File: src/rtl/servo_ctrl_pkg.sv
// Shared encodings for the servo sequencer: FSM states, angle select codes,
// error codes and the expected monitor duty for each select.
package servo_ctrl_pkg;

    // FSM state encoding
    localparam logic [2:0] ST_IDLE   = 3'd0;
    localparam logic [2:0] ST_ARM    = 3'd1;
    localparam logic [2:0] ST_VERIFY = 3'd2;
    localparam logic [2:0] ST_HOLD   = 3'd3;
    localparam logic [2:0] ST_ERROR  = 3'd4;

    // Angle select codes shared with the PWM generator and pwm_monitor
    localparam logic [1:0] SEL_PARK = 2'd0;
    localparam logic [1:0] SEL_0    = 2'd1;
    localparam logic [1:0] SEL_90   = 2'd2;
    localparam logic [1:0] SEL_180  = 2'd3;

    // Sticky error codes
    localparam logic [1:0] ERR_NONE     = 2'd0;
    localparam logic [1:0] ERR_TIMEOUT  = 2'd1;
    localparam logic [1:0] ERR_MISMATCH = 2'd2;

    // The monitor captures its counter one clock before the pulse falls,
    // so a pulse of N clocks reads back as N-1. Park has no pulse.
    function automatic int expected_duty(input logic [1:0] sel,
                                         input int a0,
                                         input int a90,
                                         input int a180);
        case (sel)
            SEL_0:   return a0 - 1;
            SEL_90:  return a90 - 1;
            SEL_180: return a180 - 1;
            default: return 0;
        endcase
    endfunction

endpackage

File: src/rtl/servo_cmd_fifo.sv
// Small synchronous command FIFO (power-of-two depth) holding host angle
// selects until the sequencer is ready to schedule them.
module servo_cmd_fifo #(
    parameter int DEPTH = 4,
    parameter int WIDTH = 2
) (
    input  logic             Clk_i,
    input  logic             Reset_i,
    input  logic             Push_i,
    input  logic [WIDTH-1:0] Data_i,
    input  logic             Pop_i,
    output logic [WIDTH-1:0] Data_o,
    output logic             Full_o,
    output logic             Empty_o
);

    localparam int PTR_W = (DEPTH > 1) ? $clog2(DEPTH) : 1;
    localparam logic [PTR_W:0] DEPTH_C = (PTR_W + 1)'(DEPTH);

    logic [WIDTH-1:0] mem_q [DEPTH];
    logic [PTR_W-1:0] wr_ptr_q, wr_ptr_d;
    logic [PTR_W-1:0] rd_ptr_q, rd_ptr_d;
    logic [PTR_W:0]   count_q, count_d;
    logic             do_push, do_pop;

    assign Full_o  = (count_q == DEPTH_C);
    assign Empty_o = (count_q == '0);
    assign Data_o  = mem_q[rd_ptr_q];

    assign do_push = Push_i & ~Full_o;
    assign do_pop  = Pop_i & ~Empty_o;

    // Pointer and occupancy next-state; pointers wrap naturally at DEPTH
    always_comb begin
        wr_ptr_d = wr_ptr_q;
        rd_ptr_d = rd_ptr_q;
        count_d  = count_q;
        if (do_push) wr_ptr_d = wr_ptr_q + 1'b1;
        if (do_pop)  rd_ptr_d = rd_ptr_q + 1'b1;
        case ({do_push, do_pop})
            2'b10:   count_d = count_q + 1'b1;
            2'b01:   count_d = count_q - 1'b1;
            default: count_d = count_q;
        endcase
    end

    // Pointer/occupancy registers; reset empties the FIFO
    always_ff @(posedge Clk_i or posedge Reset_i) begin
        if (Reset_i) begin
            wr_ptr_q <= '0;
            rd_ptr_q <= '0;
            count_q  <= '0;
        end else begin
            wr_ptr_q <= wr_ptr_d;
            rd_ptr_q <= rd_ptr_d;
            count_q  <= count_d;
        end
    end

    // Storage array; contents are don't-care while the FIFO is empty
    always_ff @(posedge Clk_i) begin
        if (do_push) mem_q[wr_ptr_q] <= Data_i;
    end

endmodule

File: src/rtl/servo_sequencer.sv
// Schedules angle selects onto the servo PWM path on frame boundaries and
// closes the loop against the pwm_monitor duty report.
//
// Handshake: a command is pushed on a clock edge where Cmd_Valid_i and
// Cmd_Ready_o are both high; Cmd_Ready_o never depends on Cmd_Valid_i, and
// is low while the FIFO is full or the sticky error is set.
module servo_sequencer #(
    parameter int FRAME_CYCLES     = 1000000,
    parameter int FRAME_CNT_W      = 20,
    parameter int ANGLE_0_CYCLES   = 25000,
    parameter int ANGLE_90_CYCLES  = 75000,
    parameter int ANGLE_180_CYCLES = 125000,
    parameter int DUTY_W           = 17,
    parameter int HOLD_FRAMES      = 25,
    parameter int TIMEOUT_FRAMES   = 3,
    parameter int FIFO_DEPTH       = 4
) (
    input  logic              Clk_i,
    input  logic              Reset_i,
    input  logic [1:0]        Cmd_Sel_i,
    input  logic              Cmd_Valid_i,
    output logic              Cmd_Ready_o,
    input  logic              Sweep_En_i,
    input  logic              Err_Clr_i,
    input  logic              Available_i,
    input  logic [DUTY_W-1:0] Duty_Cycle_i,
    output logic [1:0]        Pwm_Sel_o,
    output logic              Frame_Start_o,
    output logic              Busy_o,
    output logic              Done_o,
    output logic              Error_o,
    output logic [1:0]        Err_Code_o
);
    import servo_ctrl_pkg::*;

    localparam int HOLD_W = $clog2(HOLD_FRAMES + 1);
    localparam int TO_W   = $clog2(TIMEOUT_FRAMES + 1);
    localparam logic [FRAME_CNT_W-1:0] FRAME_LAST = FRAME_CNT_W'(FRAME_CYCLES - 1);
    localparam logic [HOLD_W-1:0]      HOLD_LAST  = HOLD_W'(HOLD_FRAMES);
    localparam logic [TO_W-1:0]        TO_LAST    = TO_W'(TIMEOUT_FRAMES);

    // Frame timer
    logic [FRAME_CNT_W-1:0] frame_cnt_q, frame_cnt_d;
    logic                   frame_start_q;
    logic                   frame_wrap;

    // Sequencer state
    logic [2:0]        state_q, state_d;
    logic [1:0]        pending_q, pending_d;
    logic [1:0]        sel_q, sel_d;
    logic [TO_W-1:0]   timeout_q, timeout_d, timeout_inc;
    logic [HOLD_W-1:0] hold_q, hold_d, hold_inc;
    logic [1:0]        code_q, code_d;
    logic              done_d, done_q;
    logic [1:0]        sweep_q, sweep_d, sweep_step;
    logic              sweep_up_q, sweep_up_d;
    logic [DUTY_W-1:0] exp_duty;

    // FIFO interface
    logic       fifo_push, fifo_pop, fifo_full, fifo_empty;
    logic [1:0] fifo_dout;

    assign Error_o       = (state_q == ST_ERROR);
    assign Cmd_Ready_o   = ~fifo_full & ~Error_o;
    assign fifo_push     = Cmd_Valid_i & Cmd_Ready_o;
    assign Pwm_Sel_o     = sel_q;
    assign Frame_Start_o = frame_start_q;
    assign Busy_o        = (state_q != ST_IDLE);
    assign Done_o        = done_q;
    assign Err_Code_o    = code_q;

    assign frame_wrap  = (frame_cnt_q == FRAME_LAST);
    assign frame_cnt_d = frame_wrap ? '0 : frame_cnt_q + 1'b1;
    assign timeout_inc = timeout_q + 1'b1;
    assign hold_inc    = hold_q + 1'b1;
    assign sweep_step  = sweep_up_q ? (sweep_q + 2'd1) : (sweep_q - 2'd1);
    assign exp_duty    = DUTY_W'(expected_duty(sel_q, ANGLE_0_CYCLES,
                                               ANGLE_90_CYCLES, ANGLE_180_CYCLES));

    servo_cmd_fifo #(
        .DEPTH (FIFO_DEPTH),
        .WIDTH (2)
    ) u_fifo (
        .Clk_i   (Clk_i),
        .Reset_i (Reset_i),
        .Push_i  (fifo_push),
        .Data_i  (Cmd_Sel_i),
        .Pop_i   (fifo_pop),
        .Data_o  (fifo_dout),
        .Full_o  (fifo_full),
        .Empty_o (fifo_empty)
    );

    // Free-running frame counter; Frame_Start_o is high while the count is 0
    always_ff @(posedge Clk_i or posedge Reset_i) begin
        if (Reset_i) begin
            frame_cnt_q   <= '0;
            frame_start_q <= 1'b0;
        end else begin
            frame_cnt_q   <= frame_cnt_d;
            frame_start_q <= frame_wrap;
        end
    end

    // Sequencer next-state: select loads only on the wrap edge so the new
    // select lines up with Frame_Start_o. The frame start seen in the first
    // VERIFY cycle counts toward the timeout.
    always_comb begin
        state_d    = state_q;
        pending_d  = pending_q;
        sel_d      = sel_q;
        timeout_d  = timeout_q;
        hold_d     = hold_q;
        code_d     = code_q;
        done_d     = 1'b0;
        sweep_d    = sweep_q;
        sweep_up_d = sweep_up_q;
        fifo_pop   = 1'b0;
        case (state_q)
            ST_IDLE: begin
                if (!fifo_empty) begin
                    fifo_pop  = 1'b1;
                    pending_d = fifo_dout;
                    state_d   = ST_ARM;
                end else if (Sweep_En_i) begin
                    pending_d = sweep_q;
                    sweep_d   = sweep_step;
                    if (sweep_step == SEL_180)   sweep_up_d = 1'b0;
                    else if (sweep_step == SEL_0) sweep_up_d = 1'b1;
                    state_d = ST_ARM;
                end
            end
            ST_ARM: begin
                if (frame_wrap) begin
                    sel_d = pending_q;
                    if (pending_q == SEL_PARK) begin
                        state_d = ST_IDLE;
                        done_d  = 1'b1;
                    end else begin
                        state_d   = ST_VERIFY;
                        timeout_d = '0;
                    end
                end
            end
            ST_VERIFY: begin
                if (Available_i) begin
                    if (Duty_Cycle_i == exp_duty) begin
                        state_d = ST_HOLD;
                        hold_d  = '0;
                    end else begin
                        state_d = ST_ERROR;
                        code_d  = ERR_MISMATCH;
                    end
                end else if (frame_start_q) begin
                    timeout_d = timeout_inc;
                    if (timeout_inc == TO_LAST) begin
                        state_d = ST_ERROR;
                        code_d  = ERR_TIMEOUT;
                    end
                end
            end
            ST_HOLD: begin
                if (frame_start_q) begin
                    hold_d = hold_inc;
                    if (hold_inc == HOLD_LAST) begin
                        state_d = ST_IDLE;
                        done_d  = 1'b1;
                    end
                end
            end
            ST_ERROR: begin
                if (frame_wrap) sel_d = SEL_PARK;
                if (Err_Clr_i) begin
                    state_d = ST_IDLE;
                    code_d  = ERR_NONE;
                end
            end
            default: state_d = ST_IDLE;
        endcase
    end

    // Sequencer registers; reset aborts any command in flight
    always_ff @(posedge Clk_i or posedge Reset_i) begin
        if (Reset_i) begin
            state_q    <= ST_IDLE;
            pending_q  <= SEL_PARK;
            sel_q      <= SEL_PARK;
            timeout_q  <= '0;
            hold_q     <= '0;
            code_q     <= ERR_NONE;
            done_q     <= 1'b0;
            sweep_q    <= SEL_0;
            sweep_up_q <= 1'b1;
        end else begin
            state_q    <= state_d;
            pending_q  <= pending_d;
            sel_q      <= sel_d;
            timeout_q  <= timeout_d;
            hold_q     <= hold_d;
            code_q     <= code_d;
            done_q     <= done_d;
            sweep_q    <= sweep_d;
            sweep_up_q <= sweep_up_d;
        end
    end

endmodule
File: config.mk
export PLATFORM = sky130hd
export DESIGN_NAME = servo_sequencer
export DESIGN_NICKNAME = d
export VERILOG_FILES = /design/src/rtl/servo_ctrl_pkg.sv /design/src/rtl/servo_cmd_fifo.sv /design/src/rtl/servo_sequencer.sv
export SDC_FILE = /design/constraint.sdc
export NUM_CORES = 1
export LEC_CHECK = 0
export CORE_MARGIN = 8
export CORE_UTILIZATION = 60
export DETAILED_ROUTE_END_ITERATION = 6
export MAX_ROUTING_LAYER = met4
export PLACE_DENSITY = 0.95
export SETUP_SLACK_MARGIN = 0.02
export SYNTH_ARGS = -nofsm -noshare
export SYNTH_HDL_FRONTEND = slang
export SYNTH_SLANG_ARGS = --single-unit
File: constraint.sdc
create_clock -name Clk_i -period 6.27 [get_ports Clk_i]
set_clock_uncertainty 0.1 [all_clocks]
set_input_delay 1.881 -clock Clk_i [delete_from_list [all_inputs] [get_ports Clk_i]]
set_output_delay 1.881 -clock Clk_i [all_outputs]
set_load 0.1 [all_outputs]
=== Yosys cells after proc, flatten, opt, wreduce, memory -nomap -nowiden ===
Memory sizes are Yosys's and may differ from the RTL's.
Cells that the tools add are included.

* $add $sub $neg: 9
* Multiply operators: 0
* Divide/modulo/power cells: 0
* $lt $le $gt $ge: 0
* Equality and inequality tests: 31
* Shift-type cells: 0
* Multiplexer cells: 47
* Bitwise gates (word level): 7
* Reductions and logical operators: 18

{| class="wikitable"
|+ Operators by type and width
! operator !! count
|-
| one-hot mux 17 bit (3 select lines) || 1
|-
| 2-to-1 mux 2 bit || 15
|-
| 2-to-1 mux 3 bit || 10
|-
| adder 20 x 1 -> 20 bit, second input constant || 1
|-
| == test 20 bit, second input constant || 1
|-
| 2-to-1 mux 20 bit || 1
|-
| != test 2 bit, second input constant || 10
|-
| == test 17 bit || 1
|-
| 2-to-1 mux 5 bit || 3
|-
| one-hot mux 3 bit (5 select lines) || 1
|-
| != test 3 bit, second input constant || 4
|-
| one-hot mux 2 bit (2 select lines) || 3
|-
| nonzero test 2 bit || 6
|-
| == test 2 bit, second input constant || 5
|-
| 2-to-1 mux 1 bit || 10
|-
| one-hot mux 5 bit (2 select lines) || 1
|-
| AND reduction 5 bit || 2
|-
| adder 2 x 1 -> 2 bit, second input constant || 4
|-
| AND reduction 4 bit || 2
|-
| AND reduction 7 bit || 1
|-
| == test 2 x 1 -> 1 bit, second input constant || 3
|-
| == test 3 x 2 -> 1 bit, second input constant || 2
|-
| == test 3 bit, second input constant || 2
|-
| zero test 3 bit || 2
|-
| other kinds (15) || 21
|}

* Bits in registers: 48
* Bits in latches: 0
* RAM bits: 8
* Memory bits (read-only): 0
* Input port bits: 25
* Output and inout port bits: 9
* Word-level logic and storage cells: 127
* Memories kept: 1

{| class="wikitable"
|+ Memory list
! name !! words !! width !! read ports !! clocked after memory_dff !! wr ports !! line !! text
|-
| u_fifo.mem_q || 4 || 2 || 1 || 0 || 1 || servo_cmd_fifo.sv:20 || <nowiki>logic [WIDTH-1:0] mem_q [DEPTH];</nowiki>
|}

=== Longest topological paths before layout ===
* Depth in word-level cells: 7
* Depth in mapped cells: 11
* Gate-level depth less buffers: 11

=== Modules after synthesis ===
A second synthesis with hierarchy kept.

* Cell total of the unflattened synthesis: 293
* Area total of the unflattened synthesis: 3066.7 µm²

{| class="wikitable"
|+ Modules (own cells, without submodules)
! module !! times used !! cells each !! area an instance (µm²) !! seq. area each (µm²)
|-
| servo_sequencer || 1 || 245 || 2337.2 || 1028.5
|-
| servo_cmd_fifo || 1 || 48 || 729.4 || 415.4
|}

=== Least setup slack after synthesis ===
Ideal clock, no wire load.

* Path type: register -> output
* Start: register state_q[2]
* End: output port Cmd_Ready_o
* Arrival time: 2.843 ns
* Required time: 4.289 ns
* Path slack: 1.446 ns
* Stages on the path, launching flop included: 4
* Path buffers: 0
* Path through: dfrtp_1 -> or3b_2 -> inv_1 -> a31oi_1

* Word-level cells in the longest chain between the ends: 3

{| class="wikitable"
|+ RTL lines
! item !! line !! text
|-
| start: declaration || servo_sequencer.sv:48 || <nowiki>logic [2:0] state_q, state_d;</nowiki>
|-
| start signal: assignment || servo_sequencer.sv:195 || <nowiki>state_q <= state_d;</nowiki>
|-
| == test 3 bit || servo_sequencer.sv:63 || <nowiki>assign Error_o = (state_q == ST_ERROR);</nowiki>
|-
| via Error_o || servo_sequencer.sv:31 || <nowiki>output logic Error_o,</nowiki>
|-
| inverter 1 bit || servo_sequencer.sv:64 || <nowiki>assign Cmd_Ready_o = ~fifo_full & ~Error_o;</nowiki>
|-
| AND 1 bit || servo_sequencer.sv:64 ||
|-
| end: declaration || servo_sequencer.sv:22 || <nowiki>output logic Cmd_Ready_o,</nowiki>
|}

The timed path passes the listed nets, and every way through them passes these cells.

=== Worst setup path in the final report ===
* Start: register state_q[2]
* End: output port Cmd_Ready_o

* Word-level cells in the longest chain between the ends: 3

{| class="wikitable"
|+ RTL lines
! item !! line
|-
| == test 3 bit || servo_sequencer.sv:63
|-
| inverter 1 bit || servo_sequencer.sv:64
|-
| AND 1 bit || servo_sequencer.sv:64
|}

Every way passes these cells.

==> results.md <==
- The via count of the first global-routing pass is roughly 2400.
- The path class of the lowest-slack min-delay path is register to register.
- The via count of the routed design is 2315.
- The end of the worst hold path is sweep_up_q.
- The half-perimeter wire length after placement is between 4000 and 5000 µm.
- The proportion of register bits with asynchronous set or reset after synthesis is between 80% and 90%.
- The die footprint is around 0.0075 mm².
- During synthesis, Yosys emitted a total of 0 warnings.
- Clock-pin slew was measured on the worst setup and hold paths at 0.09 ns.
- The maximum net fanout on the critical path is 6.
- The number of hold violations in the final report came to 0.
- The post-synthesis cell type count is 53.
- The combined flip-flop and latch cell area is 0.00144 mm².
- Cells with a size suffix above 1 make up 6.42% of the layout.
- The TritonCTS clock tree is built.
- The total wire length after detailed routing is approximately 6300 µm.
- The final total negative setup slack is 0 ns.
- The finished cells cover about 0.0035 mm².
- The number of top-level pins is 34.
- The average routed wire per standard cell is between 15 and 20 µm.
- After floorplanning, the core was sized to cover around 0.0048 mm².
- The total setup buffers inserted after CTS is 0.
- Sequential cells were found to cover between 40% and 50% of the synthesized design area.
- The longest clock path from root to sink contains 2 buffers.
- The highest cell delay on the worst timing path is ~1.2 ns.
- The critical register-to-register path startpoint is state_q[0].
- Once placement finished, the instance area stood at about 0.0034 mm².
- The worst slack at placement is about 2.0 ns.
- The analysis attributes to cell leakage a power of around 1.5 nW.
- Across every metal layer, demand over resource in global routing totals a little under a fifth.
- The area share of the leading cell type in the synthesized netlist is between 30 and 40%.
- The initial utilization of the core area, before any placement, comes to a little over three fifths.
- The final core utilization is around 73%.
- The critical path data arrival time is 2.73 ns.
- The count of hold-fix buffers inserted at cts is 0.
- The first-pass iteration count of the detailed router is 4.
- By instance count, the leading cell after synthesis is dfrtp_1.
- Across the VDD grid, the largest voltage drop is a little over 200 µV.
- In this design, the largest share of critical-path delay is due to buffers and inverters.
- The dominant synthesized flop cell is dfrtp_1.
- For the pin with the worst max-slew slack, the measured transition is about 0.99 ns.
- The post-route clock period utilization is between 70% and 80%.
- The remaining antenna violation count after routing is 0.
- The multi-input logic area is roughly 0.0014 mm².
- The initial antenna violation count is 0.
- The synthesized area divided by synthesized cell count is 10.3 µm².
- The number of nets produced by synthesis is approximately 330.
- The category of the critical setup timing path is register to primary output.
- The number of antenna diodes in the final layout is 0.
- The synthesized netlist cell count is approximately 290.
- The required time of the critical path is about 4.3 ns.
- The endpoint identified for the worst register-to-register timing path is u_fifo.count_q[2].
- The clock sink total is between 50 and 60.
- The die is 86.5 µm tall.
- The width of the die is around 86 µm.
- The power density over the cells is approximately 360 mW/mm².
- Clock tree synthesis inserted a total of 5 buffers.
- The wire length of the first global-routing pass is between 10000 and 15000 µm.
- The count of cells along the worst hold path is 2.
- The signal on the critical path passes through or3b_2 > inv_1 > a31oi_1 > clkdlybuf4s50_1.
- The detailed router finished its first iteration with 190 violations.
- At the later pin of the worst-skew pair, clock insertion delay measures 0.31 ns.
- The remaining max-slew budget at the tightest pin is between 30% and 40%.
- The setup check on the worst reg-to-reg path leaves a slack of 3.38 ns.
- The layout overhead on the synthesized area is 17.0%.
- The final max-slew violation count is 0.
- In this run, post-CTS repair resized a total of 0 instances.
- The number of synthesized flops with an enable pin is 8.
- The worst path in the final design needs a cycle of 4.71 ns, including I/O delays and setup.
- The worst setup path is launched from a register.
- The total chip power is 1.24 mW.
- The number of cell instances on the worst register-to-register path is 11.
- The worst hold path begins at sweep_up_q.
- Timing would allow up to 0.212 GHz.
- After the last flow step, the layout net total stands at between 300 and 400.
- The total global routing overflow is 0.
- In the synthesized netlist, the cells that appear most often are dfrtp_1 (46), nor2_1 (28), nand2_1 (22), xnor2_1 (19), inv_1 (18).
- The flow ran to the end, and the final reports show no timing, DRC or antenna violations.
- Across the run, the number of max-cap violations was 0.
- The CTS H-tree depth is 2.
- Among all stages on the critical path, the largest delay is contributed by clkdlybuf4s50_1.
- After filler insertion, the fill cell instance count of the layout stands at between 300 and 400.
- The synthesized cell area is just under 0.003 mm².
- The setup violation total in the final timing report is 0.
- The synthesized design spends more area on one cell type than any other, namely dfrtp_1.
- Once routing completed, OpenROAD measured the worst setup slack at ~1.6 ns.
- By area the synthesized netlist is led by dfrtp_1 (39%), edfxtp_1 (8.1%), ha_1 (5.9%).
- The placer congestion estimate is roughly 0.91.
- The number of remaining DRC errors is 0.
- Port buffering added 33 buffers.
- The number of buffers and inverters on the critical path is 2.
- The clock root buffer is clkbuf_8.
- Setup repair after global routing left no endpoint under its margin.
- Row generation in the floorplan step produced 25 rows.
- After synthesis the netlist holds a flip-flop and latch count of between 50 and 60.
- The endpoint class of the critical path is a primary output.
- The routed via count divided by cell count is about 6.
- Entering global routing, the biggest net connects around 50 pins.
layout make-up:
class | count | area share [%]
inverters | 18 | 1.94
clock buffers | 6 | 2.08
well taps | 67 | 2.40
clock inverters | 2 | 1.00
flip-flops and latches | 56 | 41.4
multi-input cells | 211 | 41.5
repair buffers | 34 | 9.68
worst max-delay path by stage:
stage / startpoint / to / slack, ns / cells after the start
finish: state_q[2] / Cmd_Ready_o / 1.56 / 4
global route: state_q[0] / Cmd_Ready_o / 1.44 / 4
CTS: state_q[2] / Cmd_Ready_o / 1.55 / 4
detailed placement: state_q[2] / Cmd_Ready_o / 1.96 / 4
global placement: state_q[2] / Cmd_Ready_o / 2.01 / 4
floorplan: state_q[2] / Cmd_Ready_o / 1.45 / 3
layout by cell type (no fill, tap or decap), types with 9 or more instances in the layout:
cell,count
xnor2_1,19
nand2_1,22
clkdlybuf4s50_1,33
ha_1,14
nand3_1,12
a21oi_1,9
o21ai_0,12
nor3_1,15
dfrtp_1,46
nor2_1,28
xor2_1,11
inv_1,17
where the power goes:
part	leakage (nW)	total (mW)	switching, mW	internal, mW
registers	0.687	0.520	0.0735	0.446
logic	0.725	0.496	0.318	0.179
clock network	0.0552	0.228	0.109	0.119
total	1.47	1.24	0.500	0.744
per-stage QoR:
stage / instances / hold WS [ns]
final: 394 / 0.418
after global routing: 394 / 0.438
after CTS: 394 / 0.419
after detailed placement: 386 / 0.401
after global placement: 386 / 0.385
after floorplan: 289 / 0.362
metal layers:
metal / up-vias / track usage [%] / routed length (µm)
li1: 1106 / - / -
met1: 1105 / 19.7 / 2530
met2: 89 / 29.9 / 3120
met3: 15 / 4.54 / 438
met4: 0 / 11.6 / 211
met5: - / - / 0
logic make-up after synthesis:
group,Yosys count,synth area share [%]
multiplexers,4,2.18
AO/OA/AOI/OAI,45,10.2
XOR/XNOR,30,8.81
AND/OR/NAND/NOR,117,20.8
adder cells (fa/ha/maj),15,6.55
flip-flops,56,48.4
buffers and inverters,22,3.02
tightest hold or removal path, delay by kind of cell, from the launching register on:
kind | cells | cell delay, ns
and+or+nand+nor | 1 | 0.09
DFF | 1 | 0.39
AOI/OAI and AO/OA | 1 | 0.04
state kept, by name, summed over array words and instances (netlist names), 2 cells and up:
signal	count
u_fifo.wr_ptr_q	2
state_q	3
Pwm_Sel_o	2
pending_q	2
Err_Code_o	2
u_fifo.count_q	3
u_fifo.mem_q	8
sweep_q	2
timeout_q	2
frame_cnt_q	20
u_fifo.rd_ptr_q	2
hold_q	5
(Power assumes the default switching activity.)
==> variant, RTL diff (config.mk and constraints unchanged) <==
Change the parameter `DUTY_W` from 17 to 34.
--- a/src/rtl/servo_sequencer.sv
+++ b/src/rtl/servo_sequencer.sv
@@ -10,7 +10,7 @@
     parameter int ANGLE_0_CYCLES   = 25000,
     parameter int ANGLE_90_CYCLES  = 75000,
     parameter int ANGLE_180_CYCLES = 125000,
-    parameter int DUTY_W           = 17,
+    parameter int DUTY_W           = 34,
     parameter int HOLD_FRAMES      = 25,
     parameter int TIMEOUT_FRAMES   = 3,
     parameter int FIFO_DEPTH       = 4
Interface: changed (resized Duty_Cycle_i); port bits go from 34 to 51. The function was not compared with the original's and may differ.
==> variant against the unedited design <==
First-iteration DRC count is 11% lower; cell count grew 5.3%; area after synthesis up 1.3%; wire length grew 2.6%; setup slack better by 64 ps; non-clock buffer count rose by 16; design area is 5.5% higher; sequential cell count unchanged; critical endpoint unchanged.
Power is not compared: it rests on default switching activity, and its combinational part moved more than twofold at a synthesized area within 25%.
==> variant: results (changes against the unedited design) <==
* Met2 routed WL at 3.13 mm (was 3.12 mm)
* Syn Nets at 348 (was 329)
* Post-Route M1 WL at 2.81 mm (was 2.53 mm)
* M3 GR Usage at 0.0528 (was 0.0454)
* Final net count at 401 (was 366)
* Filler instances at 358 (was 327)
* Post-synth top cells: dfrtp_1 (46), nor2_1 (21), inv_1 (19), nand2_1 (19), xnor2_1 (16) (was dfrtp_1 (46), nor2_1 (28), nand2_1 (22), xnor2_1 (19), inv_1 (18))
* Total Power at approximately 900 uW
* First-pass GRT wire length at 10.9 mm (was 10.6 mm)
* Rel. slew slack at 0.327 (was 0.338)
* Port bufs at 50 (was 33)
* Top post-synthesis cells by area: dfrtp_1 (38%), edfxtp_1 (8.0%), ha_1 (5.8%) (was dfrtp_1 (39%), edfxtp_1 (8.1%), ha_1 (5.9%))
* DP HPWL at 4.95 mm (was 4.75 mm)
* Crit path arrival time at 2670 ps (was 2730 ps)
* Pre-CTS setup slack at 1990 ps (was 1960 ps)
* All-Layer GR Usage at 0.185 (was 0.184)
* Status: finished clean (unchanged)
* Placed cells at 407 (was 386)
* Met2 usage at 0.301 (was 0.299)
* Routed WL at 6.47 mm (was 6.30 mm)
* Metal3 WL at 456 um (was 438 um)
* Worst-path fanout max at 15 (was 6)
* Cell variety after synth at 51 (was 53)
* Compound-cell area share of the yosys netlist at 0.108 (was 0.102)
* Vias post-DR at 2377 (was 2315)
* Non-Filler Instances at 415 (was 394)
* Post-synthesis mux area share at 0.0186 (was 0.0218)
* Synthesized instance count at 291 (was 289)
* Adder-cell share of the synthesized area at 0.0646 (was 0.0655)
-- variant: layout make-up --
type	instances	area, um^2	area share
Inverter	20	75.1	0.0204
Sequential cell	56	1440	0.392
Clock buffer	6	72.6	0.0197
Clock inverter	2	12.5	0.00340
Multi-Input combinational cell	211	1490	0.404
Timing Repair Buffer	50	500	0.136
Tap cell	70	87.6	0.0238
-- variant: path summary, 6_finish.rpt --
path,to,from,depth (start not counted),slack (ps)
max,Cmd_Ready_o,state_q[1],3,1620
min,frame_cnt_q[4],frame_cnt_q[4],1,390
max reg2reg,u_fifo.count_q[2],state_q[1],9,3560
min reg2reg,frame_cnt_q[4],frame_cnt_q[4],1,390
max in group asynchronous,u_fifo.count_q[2],Reset_i,2,3440
min in group asynchronous,frame_cnt_q[11],Reset_i,2,2020
-- variant: worst reg2reg max path: stages (launching register included) --
cell	delay, ps
dfrtp_1	560
nor3_1	450
inv_1	160
nor2_1	270
ha_1	240
inv_1	70
fa_1	370
xor2_1	150
nor2_1	110
xor2_1	140
